File: src/rtl/ines_pkg.sv
// ines_pkg: shared state codes, error codes, mapper_flags layout and page sizes for the iNES loader.
package ines_pkg;
   localparam logic [2:0] ST_IDLE    = 3'd0;
   localparam logic [2:0] ST_HEADER  = 3'd1;
   localparam logic [2:0] ST_TRAINER = 3'd2;
   localparam logic [2:0] ST_PRG     = 3'd3;
   localparam logic [2:0] ST_CHR     = 3'd4;
   localparam logic [2:0] ST_DONE    = 3'd5;
   localparam logic [2:0] ST_ERROR   = 3'd6;
   localparam logic [2:0] ERR_NONE    = 3'd0;
   localparam logic [2:0] ERR_MAGIC   = 3'd1;
   localparam logic [2:0] ERR_PRG     = 3'd2;
   localparam logic [2:0] ERR_EXP     = 3'd3;
   localparam logic [2:0] ERR_CHR     = 3'd4;
   localparam logic [2:0] ERR_TRAINER = 3'd5;
   localparam int MF_MAPPER  = 0;
   localparam int MF_PRG     = 12;
   localparam int MF_CHR     = 16;
   localparam int MF_MIRROR  = 20;
   localparam int MF_CHR_RAM = 21;
   localparam int MF_FOUR    = 22;
   localparam int MF_SUB     = 28;
   localparam logic [31:0] PRG_PAGE_BYTES = 32'd16384;
   localparam logic [31:0] CHR_PAGE_BYTES = 32'd8192;
   localparam logic [31:0] TRAINER_BYTES  = 32'd512;
   localparam logic [31:0] INES_MAGIC     = 32'h1A53454E;
   // ceil(log2(pages)); 0 and 1 page both encode as 0
   function automatic logic [3:0] size_code(input logic [11:0] pages);
      logic [11:0] m;
      m = pages - 12'd1;
      size_code = 4'd0;
      if (pages > 12'd1)
         for (int i = 0; i < 12; i++)
            if (m[i]) size_code = 4'(i + 1);
   endfunction
endpackage

File: src/rtl/ines_hdr_decode.sv
// ines_hdr_decode: combinational decode of the 16-byte iNES header (version, sizes, mapper, legality).
// INES_LOADER_TRAINER_EN makes a trainer legal; otherwise it is reported as an error.
module ines_hdr_decode
   import ines_pkg::*;
#(
   parameter int ADDR_W = 22,
   parameter logic [ADDR_W-1:0] PRG_BASE = '0,
   parameter logic [ADDR_W-1:0] CHR_BASE = 22'h200000,
   parameter logic [ADDR_W-1:0] TRAINER_BASE = 22'h3FFE00
) (
   input  logic [127:0] hdr,
   input  logic         invert_mirroring,
   output logic [11:0]  prg_pages,
   output logic [11:0]  chr_pages,
   output logic [2:0]   err_code,
   output logic [31:0]  flags
);
   logic [7:0] b4, b5, b6, b7, b8, b9;
   logic nes2, dirty, exp_form, trainer_err, unused_bits;
   logic [31:0] prg_bytes, chr_bytes;
   logic [11:0] mapper;
   assign {b9, b8, b7, b6, b5, b4} = hdr[79:32];
   assign nes2 = b7[3:2] == 2'b10;
   assign dirty = |hdr[127:64];
   assign prg_pages = {nes2 ? b9[3:0] : 4'h0, b4};
   assign chr_pages = {nes2 ? b9[7:4] : 4'h0, b5};
   assign exp_form = nes2 && (b9[3:0] == 4'hF || b9[7:4] == 4'hF);
   assign prg_bytes = 32'(prg_pages) * PRG_PAGE_BYTES;
   assign chr_bytes = 32'(chr_pages) * CHR_PAGE_BYTES;
`ifdef INES_LOADER_TRAINER_EN
   assign trainer_err = 1'b0;
`else
   assign trainer_err = b6[2];
`endif
   assign unused_bits = ^{b6[2:1], b7[1:0]};
   assign err_code = hdr[31:0] != INES_MAGIC ? ERR_MAGIC
      : exp_form ? ERR_EXP
      : (prg_pages == 12'd0 || prg_bytes > 32'(CHR_BASE - PRG_BASE)) ? ERR_PRG
      : chr_bytes > 32'(TRAINER_BASE - CHR_BASE) ? ERR_CHR
      : trainer_err ? ERR_TRAINER : ERR_NONE;
   // dirty iNES1 headers carry junk in byte 7's upper nibble
   assign mapper = {nes2 ? b8[3:0] : 4'h0, (dirty && !nes2) ? 4'h0 : b7[7:4], b6[7:4]};
   always_comb begin
      flags = '0;
      flags[MF_MAPPER +: 12] = mapper;
      flags[MF_PRG +: 4] = size_code(prg_pages);
      flags[MF_CHR +: 4] = size_code(chr_pages);
      flags[MF_MIRROR] = b6[0] ^ invert_mirroring;
      flags[MF_CHR_RAM] = chr_pages == 12'd0;
      flags[MF_FOUR] = b6[3];
      flags[MF_SUB +: 4] = nes2 ? b8[7:4] : 4'h0;
   end
endmodule

File: src/rtl/ines_loader.sv
// ines_loader: streams an iNES image into memory through a one-entry write register.
// INES_LOADER_TRAINER_EN enables loading the 512-byte trainer at TRAINER_BASE.
module ines_loader
   import ines_pkg::*;
#(
   parameter int ADDR_W = 22,
   parameter logic [ADDR_W-1:0] PRG_BASE = '0,
   parameter logic [ADDR_W-1:0] CHR_BASE = 22'h200000,
   parameter logic [ADDR_W-1:0] TRAINER_BASE = 22'h3FFE00
) (
   input  logic              clk,
   input  logic              reset_n,
   input  logic              start,
   input  logic              invert_mirroring,
   input  logic              in_valid,
   input  logic [7:0]        in_data,
   output logic              in_wait,
   output logic              mem_wr,
   output logic [ADDR_W-1:0] mem_addr,
   output logic [7:0]        mem_data,
   input  logic              mem_ack,
   output logic [31:0]       mapper_flags,
   output logic              busy,
   output logic              done,
   output logic              error,
   output logic [2:0]        err_code
);
   logic [2:0] state;
   logic [127:0] hdr, hdr_in;
   logic [3:0] idx;
   logic [ADDR_W:0] cnt, prg_len, chr_len;
   logic [ADDR_W-1:0] ptr;
   logic [11:0] prg_pages, chr_pages;
   logic [2:0] hdr_err;
   logic [31:0] flags;
   logic accept, payload, last;
   assign in_wait = mem_wr;
   assign accept = in_valid && !mem_wr;
   assign payload = state == ST_TRAINER || state == ST_PRG || state == ST_CHR;
   assign last = cnt == '0;
   assign busy = payload || state == ST_HEADER || mem_wr;
   assign done = state == ST_DONE;
   assign error = state == ST_ERROR;
   // byte 15 is decoded in the same cycle it arrives
   assign hdr_in = state == ST_HEADER ? {in_data, hdr[127:8]} : hdr;
   assign prg_len = (ADDR_W+1)'(32'(prg_pages) * PRG_PAGE_BYTES - 32'd1);
   assign chr_len = (ADDR_W+1)'(32'(chr_pages) * CHR_PAGE_BYTES - 32'd1);
   ines_hdr_decode #(
      .ADDR_W(ADDR_W), .PRG_BASE(PRG_BASE), .CHR_BASE(CHR_BASE), .TRAINER_BASE(TRAINER_BASE)
   ) u_hdr (
      .hdr(hdr_in), .invert_mirroring(invert_mirroring), .prg_pages(prg_pages),
      .chr_pages(chr_pages), .err_code(hdr_err), .flags(flags)
   );
   always_ff @(posedge clk or negedge reset_n) begin
      if (!reset_n) begin
         state <= ST_IDLE;
         hdr <= '0;
         idx <= '0;
         cnt <= '0;
         ptr <= '0;
         mem_wr <= 1'b0;
         mem_addr <= '0;
         mem_data <= '0;
         err_code <= ERR_NONE;
         mapper_flags <= '0;
      end else if (start) begin
         state <= ST_HEADER;
         idx <= '0;
         cnt <= '0;
         mem_wr <= 1'b0;
         err_code <= ERR_NONE;
      end else begin
         if (mem_wr && mem_ack) mem_wr <= 1'b0;
         if (accept && payload) begin
            mem_wr <= 1'b1;
            mem_addr <= ptr;
            mem_data <= in_data;
            ptr <= ptr + ADDR_W'(1);
            cnt <= cnt - (ADDR_W+1)'(1);
         end
         if (accept) begin
            case (state)
               ST_HEADER: begin
                  hdr <= hdr_in;
                  idx <= idx + 4'd1;
                  if (idx == 4'd15) begin
                     if (hdr_err != ERR_NONE) begin
                        state <= ST_ERROR;
                        err_code <= hdr_err;
                     end
`ifdef INES_LOADER_TRAINER_EN
                     else if (hdr_in[50]) begin
                        state <= ST_TRAINER;
                        cnt <= (ADDR_W+1)'(TRAINER_BYTES - 32'd1);
                        ptr <= TRAINER_BASE;
                     end
`endif
                     else begin
                        state <= ST_PRG;
                        cnt <= prg_len;
                        ptr <= PRG_BASE;
                     end
                  end
               end
`ifdef INES_LOADER_TRAINER_EN
               ST_TRAINER: if (last) begin
                  state <= ST_PRG;
                  cnt <= prg_len;
                  ptr <= PRG_BASE;
               end
`endif
               ST_PRG: if (last) begin
                  state <= chr_pages == 12'd0 ? ST_DONE : ST_CHR;
                  cnt <= chr_len;
                  ptr <= CHR_BASE;
                  if (chr_pages == 12'd0) mapper_flags <= flags;
               end
               ST_CHR: if (last) begin
                  state <= ST_DONE;
                  mapper_flags <= flags;
               end
               default: ;
            endcase
         end
      end
   end
endmodule

File: config.mk
export PLATFORM = sky130hd
export DESIGN_NAME = ines_loader
export DESIGN_NICKNAME = d
export VERILOG_FILES = /design/src/rtl/ines_pkg.sv /design/src/rtl/ines_hdr_decode.sv /design/src/rtl/ines_loader.sv
export SDC_FILE = /design/constraint.sdc
export NUM_CORES = 1
export LEC_CHECK = 0
export BUFFER_PORTS_ARGS = -buffer_cell sky130_fd_sc_hd__buf_2
export CORE_MARGIN = 3
export CORE_UTILIZATION = 56
export CTS_BUF_LIST = sky130_fd_sc_hd__clkbuf_16
export CTS_CLUSTER_SIZE = 8
export DETAILED_ROUTE_END_ITERATION = 7
export MAX_ROUTING_LAYER = met4
export PLACE_DENSITY = 0.76
export SLEW_MARGIN = 20
export SYNTH_ARGS = -nofsm -noshare
export SYNTH_HDL_FRONTEND = slang
export SYNTH_HIERARCHICAL = 1
export SYNTH_SLANG_ARGS = --single-unit
File: constraint.sdc
create_clock -name clk -period 4.6 [get_ports clk]
set_clock_uncertainty 0.05 [all_clocks]
set_input_delay 0.46 -clock clk [delete_from_list [all_inputs] [get_ports clk]]
set_output_delay 0.46 -clock clk [all_outputs]
set_load 0.02 [all_outputs]
## Word-level counts from Yosys, hierarchy flattened

Cells that the tools add are included.

| operators by class | value |
|---|---|
| $lt $le $gt $ge | 4 |
| eq/ne operators | 17 |
| bitwise logic cells | 2 |
| $add $sub $neg | 7 |
| mux-type cells | 73 |
| reduce and logical (&&, ||, !) cells | 31 |

Operators by type and width:

| operator | number |
|---|---|
| $mux W23 | 6 |
| $mux W128 | 1 |
| $mux W22 | 5 |
| $mux W32 | 3 |
| $mux W4 | 20 |
| $mux W3 | 24 |
| $sub A23 B1 Y23 const B | 3 |
| $pmux W32 S2 | 1 |
| $reduce_or A64 Y1 | 1 |
| $pmux W23 S2 | 1 |
| $pmux W22 S2 | 1 |
| $ne A32 B29 Y1 const B | 1 |
| $gt A26 B22 Y1 const B | 1 |
| $gt A25 B21 Y1 const B | 1 |
| $gt A12 B1 Y1 const B | 2 |
| $logic_not A12 Y1 | 2 |
| $sub A12 B1 Y12 const B | 2 |
| $logic_not A23 Y1 | 1 |
| $add A22 B1 Y22 const B | 1 |
| $eq A4 B4 Y1 const B | 3 |
| $reduce_bool A2 Y1 | 5 |
| $eq A3 B3 Y1 const B | 3 |
| $pmux W3 S3 | 1 |
| $mux W2 | 4 |
| other kinds (20) | 41 |

| storage, ports and cells | value |
|---|---|
| output and inout bits | 70 |
| input port bits | 14 |
| bits in registers | 246 |

## Longest topological paths before layout

Gate-level depths: netlist (run 1).

| depth | value |
|---|---|
| depth after elaboration | 21 |
| gate-level depth with buffers | 18 |

## Hierarchy

Netlist (run 1), hierarchy kept.

Modules (own cells, without submodules):

| module | cells each | instances | area each (sq um) | seq. area each (sq um) |
|---|---|---|---|---|
| ines_loader | 999 | 1 | 12032.8 | 6155.9 |
| ines_hdr_decode | 286 | 1 | 1953.1 | 0.0 |

## Worst setup path after synthesis (run 1)

Ideal clock, no wire load.

| timing | value |
|---|---|
| path kind | register -> register |
| start | reg state[1] |
| end | reg cnt[15] |
| stages on the path, launching flop included | 17 |
| arrival | 4.251 ns |
| buffers on the path | 4 |
| setup slack | 0.159 ns |
| cells stage by stage | dfrtp_1 > clkbuf_1 > nor3b_1 > clkbuf_1 > clkbuf_1 > mux2_2 > buf_2 > nor3_1 > nand3_1 > xnor2_1 > nand2_1 > o21a_1 > nor3_1 > nand3_1 > o31a_1 > o21ai_1 > o22ai_1 |

RTL lines:

| element | line | RTL |
|---|---|---|
| from (decl) | ines_loader.sv:28 | `logic [2:0] state;` |
| from (signal assigned) | ines_loader.sv:113 | `state <= chr_pages == 12'd0 ? ST_DONE : ST_CHR;` |
| $eq A3 B1 Y1 * | ines_loader.sv:45 | `assign hdr_in = state == ST_HEADER ? {in_data, hdr[127:8]} : hdr;` |
| $mux W128 * | ines_loader.sv:45 |  |
| named net hdr_in[37] | ines_loader.sv:29 | `logic [127:0] hdr, hdr_in;` |
| $gt A26 B22 Y1 / $logic_not A12 Y1 (equally long branches) | ines_hdr_decode.sv:38 | `: (prg_pages == 12'd0 \|\| prg_bytes > 32'(CHR_BASE - PRG_BASE)) ? ERR_PRG` |
| $logic_or A1 B1 Y1 * | ines_hdr_decode.sv:38 |  |
| $mux W3 * | ines_hdr_decode.sv:38 |  |
| $mux W3 * | ines_hdr_decode.sv:37 | `: exp_form ? ERR_EXP` |
| $mux W3 * | ines_hdr_decode.sv:36 | `assign err_code = hdr[31:0] != INES_MAGIC ? ERR_MAGIC` |
| named net hdr_err[1] | ines_loader.sv:34 | `logic [2:0] hdr_err;` |
| $reduce_bool A3 Y1 * | ines_loader.sv:87 | `if (hdr_err != ERR_NONE) begin` |
| $mux W23 * | ines_loader.sv:87 |  |
| $mux W23 * | ines_loader.sv:86 | `if (idx == 4'd15) begin` |
| $pmux W23 S2 * | ines_loader.sv:82 | `case (state)` |
| $mux W23 * | ines_loader.sv:81 | `if (accept) begin` |
| $mux W23 * | ines_loader.sv:66 | `end else if (start) begin` |
| to (signal assigned) | ines_loader.sv:79 | `cnt <= cnt - (ADDR_W+1)'(1);` |
| to (signal assigned) | ines_loader.sv:100 | `cnt <= prg_len;` |
| to (signal assigned) | ines_loader.sv:114 | `cnt <= chr_len;` |
| to (decl) | ines_loader.sv:31 | `logic [ADDR_W:0] cnt, prg_len, chr_len;` |

Mark *: on every way through the listed nets, which the timed path passes. The rest lies on a longest branch.
A chain may end at the register's enable or synchronous reset.

## Worst setup path in the final report (run 1)

| timing | value |
|---|---|
| start | reg state[0] |
| end | reg ptr[9] |

RTL lines:

| element | line | RTL |
|---|---|---|
| $eq A3 B1 Y1 | ines_loader.sv:45 |  |
| $mux W128 | ines_loader.sv:45 |  |
| named net hdr_in[5] | ines_loader.sv:29 |  |
| $ne A32 B29 Y1 | ines_hdr_decode.sv:36 |  |
| $mux W3 | ines_hdr_decode.sv:36 |  |
| named net hdr_err[0] | ines_loader.sv:34 |  |
| $reduce_bool A3 Y1 | ines_loader.sv:87 |  |
| $mux W22 | ines_loader.sv:87 |  |
| $mux W22 | ines_loader.sv:86 |  |
| $pmux W22 S2 | ines_loader.sv:82 |  |
| $mux W22 | ines_loader.sv:81 |  |
| to (signal assigned) | ines_loader.sv:78 | `ptr <= ptr + ADDR_W'(1);` |
| to (decl) | ines_loader.sv:32 | `logic [ADDR_W-1:0] ptr;` |

The timed path passes the listed nets, and every way through them passes these cells.

==> flow_summary_export.csv, run 1 <==
group,metric,value,unit
clock_network,cts.clk_slew.worst_paths,0.05,ns
setup_path,crit_arrival,4.58,ns
routing,wl_met3,1.51,mm
finish,final_util,63.1,%
finish,drive_above_1_share,34.3,%
routing,top_layer,"met4",
yosys,avgSynthCellArea,10.9,sq um
clock_network,htree_num_levels,2,
finish,antennaDiodeCount,0,
setup_path,timing.rr.start,"state[0]$_DFFE_PN0P_",
routing,via_per_inst,6.04,
clock_network,cts.sinks,246,
timing,slew_headroom,39.6,%
power_and_ir_drop,p_per_area,532,nW/um^2
clock_network,ctsHoldBuffers,0,
global_route,grt_util_all_layers,24.5,%
finish,layout.nets,1355,
clock_network,cts-root-buf,"clkbuf_16",
timing,tightest_slew,0.902,ns
die,num_io_pins,84,
die,num_rows,57,
run_status,violations,"hold timing",
global_route,antenna_found_initial,0,
routing,postRouteAntennaNets,0,
setup_path,path_class,"register to register",
global_route,grt_pass1_vias,9977,
power_and_ir_drop,power.total,0.00819,W
timing,hold_viol,20,
setup_path,crit_required,4.92,ns
place,port_buffers,83,
timing,slew_viol_final,0,
place,place_hpwl,21.0,mm
timing,fin_crit_sh,92.5,%
yosys,yosys_warnings,6,
routing,drc,0,
routing,vias,9984,
timing,setup_viol,0,
routing,drt_wl_total,31.3,mm
clock_network,numCtsBuffers,36,
routing,dr.pass1.iters,5,
global_route,grt_pass1_wl,52.2,mm
timing,min_period,4.26,ns
die,core_region_area,24400,sq um
yosys,synth_area,13900,sq um
timing,hold_ws,-0.0168,ns
place,place.gp.congestion,0.916,
timing,rsz0062_at_grt,"false",
finish,instances_no_fill,1654,
timing,timing.setup.tns,0,ns
setup_path,critPathMaxFanout,33,
setup_path,cp-startpoint,"state[0]$_DFFE_PN0P_",
run,cap_viol_max_count,0,
power_and_ir_drop,ir_worst_vdd,0.000364,V
global_route,globalRouteOverflowTotal,0,
routing,wire_per_inst,18.9,um
power_and_ir_drop,p_leak,7.07,nW
die,dieArea,26800,sq um
global_route,grt_max_degree,117,
die,start_util,57.2,%
run_status,status,"complete, but fails checks",
min_path,hold_path_class,"input pin to async pin",
place,dp.cells,1614,
timing,max_freq,235,MHz
yosys,synth_cells,1281,
routing,route.met2.wl,15.0,mm
routing,wl_met1,14.0,mm
clock_network,cts_tree,"done",
setup_path,cp-start-kind,"register",
clock_network,clock_latency,0.51,ns
die,fp.dieH,164,um
die,fp.dieW,164,um
finish,area.growth.synth_to_final,10.4,%
routing,drt-initial-drc-count,726,
clock_network,clk_path_buf_depth,3,
setup_path,cp-end-kind,"register",
[path summary, 6_finish.rpt]
check,endpoint,slack (ns),cells after the start
worst max-delay path,ptr[9]$_DFFE_PN0N_,0.34,13
worst min-delay path,cnt[8]$_DFF_PN0_,-0.02,1
worst max register to register,ptr[9]$_DFFE_PN0N_,0.34,13
worst min register to register,mem_addr[19]$_DFFE_PN0P_,0.41,2
max in group asynchronous,hdr[105]$_DFFE_PN0P_,3.44,2
min in group clk,mem_data[3]$_DFFE_PN0P_,0.14,3
[timing repair]
action,CTS,global route
setup endpoints to repair,0,26
resized for setup,0,2
setup buffers,0,0
[critical path, stage by stage (launching register included)]
cell	delay (ns)
dfrtp_1	0.50
nor3b_2	0.29
buf_12	0.25
buf_4	0.27
mux2_2	0.36
nor4b_1	0.32
nand4_1	0.20
nor3_1	0.37
o21ai_0	0.22
nor3_1	0.39
and3_2	0.38
o21a_1	0.17
buf_4	0.25
nor2_1	0.09
[metrics by stage]
| step | hold WS [ns] | setup slack [ns] | area, sq um |
|---|---|---|---|
| floorplan | 0.114 | 0.159 | 14000 |
| global placement | 0.405 | 0.481 | 14400 |
| detailed placement | 0.407 | 0.236 | 14400 |
| CTS | 0.0397 | 0.239 | 15400 |
| global route | 0.0381 | 0.0450 | 15400 |
| finish | -0.0168 | 0.344 | 15400 |
[routing by layer]
layer | GRT usage, % | vias to the layer above
met5 | - | -
met4 | 7.57 | 0
met3 | 3.48 | 59
met2 | 38.8 | 272
met1 | 32.9 | 4958
li1 | - | 4695
[placed cells by master (no fill, tap or decap), drive strengths merged, types with 17 or more instances in the layout]
master / instances
nor4: 35
nand3: 19
xor2: 25
nand2: 128
clkbuf: 38
o21ai: 36
a21oi: 36
dfrtp: 246
nor3: 23
mux2: 285
xnor2: 31
inv: 23
nor2: 63
nand4: 17
buf: 104
[power breakdown]
part,internal (W),switching [W]
logic,0.00131,0.00140
registers,0.00266,0.000500
clock network,0.00144,0.000888
total,0.00541,0.00278
[area by class of cell]
| class | count | area [sq um] |
|---|---|---|
| Multi-Input combinational cell | 917 | 7150 |
| Clock inverter | 2 | 20.0 |
| Timing Repair Buffer | 104 | 633 |
| Sequential cell | 246 | 6160 |
| Clock buffer | 38 | 951 |
| Fill cell | 1935 | 8990 |
| Inverter | 23 | 86.3 |
| Tap cell | 324 | 405 |
[sequential cells by signal, summed over array words and instances (netlist names)]
signal        cells
in_wait           1
state             3
cnt              23
mapper_flags     32
ptr              22
mem_addr         22
idx               4
err_code          3
hdr             128
mem_data          8
Note: power is estimated with default switching activity, not from simulation.
==> run 2: changes to the inputs <==
--- a/config.mk
+++ b/config.mk
@@ -7,14 +7,14 @@
 export LEC_CHECK = 0
 export BUFFER_PORTS_ARGS = -buffer_cell sky130_fd_sc_hd__buf_2
 export CORE_MARGIN = 3
-export CORE_UTILIZATION = 56
+export CORE_UTILIZATION = 55
 export CTS_BUF_LIST = sky130_fd_sc_hd__clkbuf_16
 export CTS_CLUSTER_SIZE = 8
 export DETAILED_ROUTE_END_ITERATION = 7
+export GPL_ROUTABILITY_DRIVEN = 0
 export MAX_ROUTING_LAYER = met4
-export PLACE_DENSITY = 0.76
+export PLACE_DENSITY = 0.75
 export SLEW_MARGIN = 20
 export SYNTH_ARGS = -nofsm -noshare
 export SYNTH_HDL_FRONTEND = slang
-export SYNTH_HIERARCHICAL = 1
 export SYNTH_SLANG_ARGS = --single-unit
==> flow_summary_export.csv, run 2 <==
group,metric,value,unit
run_status,status,"complete, but fails checks",
run_status,violations,"hold timing",
timing,min_period,3.77,ns
place,placed_area,12800,sq um
timing,timing.setup.tns,0,ns
routing,drt-initial-drc-count,756,
setup_path,path_class,"register to register",
place,port_buffers,78,
yosys,synth_edf_count,0,
min_path,hold_path_class,"input pin to async pin",
setup_path,crit_required,4.97,ns
yosys,yosys_warnings,0,
finish,largest_reg_flops,128,
power_and_ir_drop,p_per_area,535,nW/um^2
timing,fin_crit_sh,81.9,%
yosys,avgSynthCellArea,10.4,sq um
finish,drive_above_1_share,23.4,%
run,cap_viol_max_count,0,
global_route,grt_util_all_layers,24.7,%
yosys,yosysMostFrequentCell,"dfrtp_1",
yosys,synth.yosys.seq_area_share,49.1,%
yosys,synthTopCellsByCount,"241 x dfrtp_1, 156 x nand2_1, 124 x mux2_2, 86 x nor2_1, 42 x a21oi_1",
global_route,grt_pass1_wl,47.8,mm
clock_network,cts.sinks,241,
clock_network,cts-root-buf,"clkbuf_16",
power_and_ir_drop,power.total,0.00739,W
setup_path,cp-start-kind,"register",
routing,drc,0,
finish,layout_commonest_cell,"dfrtp_1",
finish,multiInputGateArea,5870,sq um
finish,fill_cells,1768,
finish,area.growth.synth_to_final,12.5,%
routing,drt_wl_total,28.9,mm
power_and_ir_drop,clkPwrFrac,31.9,%
finish,antennaDiodeCount,0,
die,num_io_pins,84,
finish,final_cell_mix,"241 x dfrtp_1, 156 x nand2_1, 124 x mux2_2",
clock_network,clock_latency,0.52,ns
power_and_ir_drop,ir_worst_vdd,0.000502,V
yosys,ys_types,75,
routing,via_per_inst,6.02,
timing,tightest_slew,0.942,ns
yosys,synthFlopType,"dfrtp_1",
die,fp.dieH,155,um
clock_network,clk_path_buf_depth,3,
timing,slew_viol_final,0,
finish,design_area,13800,sq um
finish,ff_latch_area,6030,sq um
power_and_ir_drop,p_switching,0.00249,W
global_route,grt_max_degree,123,
setup_path,crit_arrival,4.14,ns
clock_network,post_cts_buffers,0,
finish,top_register,"hdr",
die,dieArea,24100,sq um
global_route,grt_pass1_vias,9146,
clock_network,cts.clk_slew.worst_paths,0.05,ns
routing,postRouteAntennaNets,0,
clock_network,htree_num_levels,2,
timing,hold_ws,-0.0175,ns
timing,slew_headroom,37.2,%
routing,wire_per_inst,19.0,um
yosys,synth_cells,1175,
die,fp.dieW,155,um
timing,setup_viol,0,
timing,hold_viol,12,
clock_network,cts_resized,0,
yosys,ys_seq_elements,241,
die,num_rows,54,
place,place_hpwl,19.9,mm
global_route,globalRouteOverflowTotal,0,
power_and_ir_drop,switching_share,33.7,%
yosys,synthArstFlopShare,100,%
yosys,post-synth-top-area-cell,"dfrtp_1",
power_and_ir_drop,pwr-share-seq,44.0,%
clock_network,cts_tree,"done",
routing,dr.pass1.iters,5,
finish,layout.nets,1263,
die,core_region_area,21900,sq um
power_and_ir_drop,p_leak,6.35,nW
power_and_ir_drop,p_comb_share,24.2,%
global_route,antenna_found_initial,0,
clock_network,numCtsBuffers,36,
finish,reg.largest.list,"hdr: 128 flops, mapper_flags: 27 flops, cnt: 23 flops",
clock_network,ctsHoldBuffers,0,
setup_path,cp-end-kind,"register",
yosys,synth_area,12300,sq um
yosys,synth.area.top_cells,"dfrtp_1 49%, mux2_2 11%, nand2_1 4.8%",
routing,vias,9162,
power_and_ir_drop,internal_power,0.00490,W
timing,max_freq,266,MHz
die,start_util,56.1,%
timing,rsz0062_at_grt,"false",
yosys,yosysTopAreaCellShare,49.1,%
setup_path,critPathMaxFanout,36,
-- run 2: power groups by stage --
stage / clock, W / combinational, W / sequential (W)
global route: 0.00250 / 0.00198 / 0.00333
detailed placement: 0 / 0.00175 / 0.00326
floorplan: 0 / 0.00148 / 0.00295
CTS: 0.00239 / 0.00178 / 0.00324
finish: 0.00236 / 0.00179 / 0.00325
global placement: 0 / 0.00172 / 0.00324
-- run 2: cell families after synthesis --
kind of cell	count (synthesis)	synth area share, %
AO/OA/AOI/OAI	166	8.66
XOR/XNOR	61	4.35
adder cells (fa/ha/maj)	11	1.12
buffers and inverters	84	3.20
flip-flops	241	49.1
multiplexers	164	14.7
other	1	0.0305
AND/OR/NAND/NOR	447	18.8
-- run 2: metrics by stage --
| stage | utilization [%] | std cells | worst slack (ns) |
|---|---|---|---|
| global placement | 58.5 | 1480 | 1.08 |
| floorplan | - | 1179 | 0.533 |
| detailed placement | 58.5 | 1480 | 0.950 |
| global route | 63.1 | 1522 | 0.597 |
| CTS | 63.1 | 1522 | 0.954 |
| finish | 63.1 | 1522 | 0.834 |
-- run 2: layout make-up --
cell class              count  share of cell area (%)
repair buffers             89                    3.59
clock inverters             6                   0.752
inverters                  16                   0.435
flip-flops and latches    241                    43.7
clock buffers              36                    6.52
multi-input cells         854                    42.5
well taps                 280                    2.54
-- run 2: path summary, 6_finish.rpt --
kind	slack [ns]	start	cells after the start	endpoint
setup / recovery	0.83	state[1]$_DFFE_PN0P_	9	cnt[18]$_DFF_PN0_
hold / removal	-0.02	reset_n	1	cnt[9]$_DFF_PN0_
setup reg to reg	0.83	state[1]$_DFFE_PN0P_	9	cnt[18]$_DFF_PN0_
hold reg to reg	0.41	mem_data[1]$_DFFE_PN0P_	2	mem_data[1]$_DFFE_PN0P_
max in group asynchronous	3.45	reset_n	2	hdr[110]$_DFFE_PN0P_
min in group clk	0.10	mem_ack	2	in_wait$_DFFE_PN0P_
-- run 2: worst max-delay path: stages (launching register included) --
cell and delay [ns]:
dfrtp_1 0.52, nor3b_4 0.36, buf_4 0.45, nand2_1 0.23, o22ai_1 0.41, a211o_1 0.29, nor4_1 0.10, o21ai_2 0.59
nand2_1 0.38, o21ai_0 0.28
-- run 2: per-layer routing --
layer	global-route usage (%)	vias up	wire length (um)
li1	-	4282	-
met1	33.3	4569	12900
met2	38.9	250	13900
met3	3.92	61	1380
met4	7.54	0	746
met5	-	-	0
==> run 3: changes to the inputs <==
--- a/config.mk
+++ b/config.mk
@@ -7,13 +7,13 @@
 export LEC_CHECK = 0
 export BUFFER_PORTS_ARGS = -buffer_cell sky130_fd_sc_hd__buf_2
 export CORE_MARGIN = 3
-export CORE_UTILIZATION = 55
+export CORE_UTILIZATION = 61
 export CTS_BUF_LIST = sky130_fd_sc_hd__clkbuf_16
 export CTS_CLUSTER_SIZE = 8
 export DETAILED_ROUTE_END_ITERATION = 7
 export GPL_ROUTABILITY_DRIVEN = 0
 export MAX_ROUTING_LAYER = met4
-export PLACE_DENSITY = 0.75
+export PLACE_DENSITY = 0.79
 export SLEW_MARGIN = 20
 export SYNTH_ARGS = -nofsm -noshare
 export SYNTH_HDL_FRONTEND = slang
==> constraint.sdc (replaced) <==
create_clock -name clk -period 3.55 [get_ports clk]
set_clock_uncertainty 0.05 [all_clocks]
set_input_delay 0.355 -clock clk [delete_from_list [all_inputs] [get_ports clk]]
set_output_delay 0.355 -clock clk [all_outputs]
set_load 0.02 [all_outputs]
==> flow_summary_export.csv, run 3 (synthesized netlist as in run 2, its figures left out) <==
group,metric,value,unit
run_status,status,"finished clean",
finish,layout.nets,1286,
power_and_ir_drop,p_switching,0.00330,W
place,place_hpwl,20.3,mm
finish,layout_commonest_cell,"dfrtp_1",
finish,ff_latch_area,6030,sq um
run,cap_viol_max_count,0,
routing,drt-initial-drc-count,781,
timing,min_period,3.25,ns
clock_network,clk_path_buf_depth,3,
clock_network,htree_num_levels,2,
finish,area.growth.synth_to_final,14.6,%
power_and_ir_drop,clkPwrFrac,30.6,%
routing,vias,9345,
setup_path,cp-start-kind,"register",
power_and_ir_drop,power.total,0.00966,W
global_route,grt_max_degree,101,
finish,final_cell_mix,"241 x dfrtp_1, 156 x nand2_1, 124 x mux2_2",
global_route,use_met1,38.1,%
power_and_ir_drop,ir_worst_vdd,0.000648,V
global_route,grt.met2_usage,44.3,%
die,start_util,62.7,%
setup_path,crit_arrival,3.59,ns
power_and_ir_drop,p_comb_share,25.5,%
die,num_io_pins,84,
timing,rsz0062_at_grt,"false",
global_route,grt_pass1_wl,48.9,mm
global_route,grt_util_all_layers,28.2,%
finish,top_register,"hdr",
min_path,hold_path_class,"input pin to register",
place,dp.cells,1486,
timing,fin_crit_sh,91.6,%
finish,drive_above_1_share,25.2,%
die,core_region_area,19600,sq um
global_route,grt_busiest_layer,"met2",
timing,setup_viol,0,
power_and_ir_drop,switching_share,34.2,%
setup_path,path_class,"register to register",
timing,hold_viol,0,
setup_path,timing.critical_path.cells,"nor3b_4 -> mux2i_4 -> ha_2 -> nand4_1 -> a21o_1 -> a211o_1 -> nor4_2 -> o21ai_4 -> nor2_1 -> buf_4 -> nor2_1",
clock_network,clock_latency,0.51,ns
setup_path,cp_common_cell,"nor2_1",
routing,via_per_inst,6.11,
power_and_ir_drop,p_per_area,686,nW/um^2
setup_path,cp-end-kind,"register",
power_and_ir_drop,internal_power,0.00636,W
finish,instances_no_fill,1529,
timing,tightest_slew,0.787,ns
setup_path,critPathMaxFanout,20,
die,fp.dieW,148,um
finish,largest_reg_flops,128,
power_and_ir_drop,pwr-share-seq,43.9,%
routing,drc,0,
routing,dr.pass1.iters,5,
finish,multiInputGateArea,5940,sq um
timing,slew_headroom,47.5,%
global_route,globalRouteOverflowTotal,0,
clock_network,cts-root-buf,"clkbuf_16",
clock_network,numCtsBuffers,36,
power_and_ir_drop,p_leak,6.46,nW
die,fp.dieH,148,um
setup_path,crit_required,3.89,ns
finish,fill_cells,1440,
global_route,grt_pass1_vias,9374,
clock_network,cts.clk_slew.worst_paths,0.05,ns
routing,postRouteAntennaNets,0,
clock_network,cts.sinks,241,
setup_path,cp_slowest_cell,"dfrtp_1",
die,num_rows,51,
place,port_buffers,78,
finish,antennaDiodeCount,0,
finish,reg.largest.list,"hdr: 128 flops, mapper_flags: 27 flops, cnt: 23 flops",
routing,drt_wl_total,29.4,mm
die,dieArea,21900,sq um
timing,slew_viol_final,0,
routing,wire_per_inst,19.3,um
global_route,met3_usage,4.29,%
timing,max_freq,308,MHz
clock_network,cts_tree,"done",
setup_path,cpPeakStageDelay,0.41,ns
global_route,antenna_found_initial,0,
[run 3: final timing paths]
kind | from | to | slack (ns) | cells past startpoint
max | state[2]$_DFFE_PN0P_ | ptr[16]$_DFFE_PN0N_ | 0.30 | 11
min | in_data[0] | mem_data[0]$_DFFE_PN0P_ | 0.02 | 3
max reg2reg | state[2]$_DFFE_PN0P_ | ptr[16]$_DFFE_PN0N_ | 0.30 | 11
min reg2reg | mem_addr[7]$_DFFE_PN0P_ | mem_addr[7]$_DFFE_PN0P_ | 0.41 | 2
max in group asynchronous | reset_n | hdr[23]$_DFFE_PN0P_ | 2.11 | 3
min in group asynchronous | reset_n | cnt[4]$_DFF_PN0_ | 0.43 | 2
[run 3: layout make-up]
class	count	share of cell area [%]
Tap cell	265	2.36
Multi-Input combinational cell	854	42.2
Clock inverter	5	0.409
Timing Repair Buffer	112	5.32
Inverter	16	0.427
Sequential cell	241	42.9
Clock buffer	36	6.40
[run 3: what timing repair did]
item,CTS,global route
resized for setup,0,2
buffers inserted,0,0
hold endpoints to repair,98,0
setup endpoints to repair,0,25
hold buffers,2,0
[run 3: metal layers]
| metal | part of all wire [%] | wire, um | up-vias |
|---|---|---|---|
| li1 | - | - | 4341 |
| met1 | 42 | 12500 | 4574 |
| met2 | 49 | 14300 | 355 |
| met3 | 5.9 | 1720 | 75 |
| met4 | 3.1 | 925 | 0 |
| met5 | 0 | 0 | - |
[run 3: stage by stage]
| step | instance area [sq um] | setup TNS (ns) | hold slack (ns) | setup slack [ns] | util (%) |
|---|---|---|---|---|---|
| 4_1_cts | 14100 | 0 | 0.0135 | 0.202 | 71.8 |
| 5_1_grt | 14100 | 0 | 0.0364 | 0.103 | 71.8 |
| 3_5_place_dp | 13100 | 0 | 0.400 | 0.205 | 66.8 |
| 6_report | 14100 | 0 | 0.0215 | 0.298 | 71.8 |
| 3_3_place_gp | 13100 | 0 | 0.396 | 0.304 | 66.8 |
| 2_1_floorplan | 12400 | -0.0104 | 0.00941 | -0.0104 | - |
[run 3: critical path, delay by kind of cell (launching register included)]
kind	cells	cell delay (ns)
fa+ha+maj	1	0.22
simple gates	5	1.07
flops	1	0.41
compound gates	3	0.76
mux	1	0.35
buf+inv	1	0.26
[run 3: power by group through the flow]
stage	clock [W]	combinational [W]	sequential (W)
after floorplan	0	0.00195	0.00383
after global placement	0	0.00234	0.00421
after detailed placement	0	0.00240	0.00424
after CTS	0.00301	0.00243	0.00421
after global routing	0.00313	0.00268	0.00434
final	0.00296	0.00246	0.00424
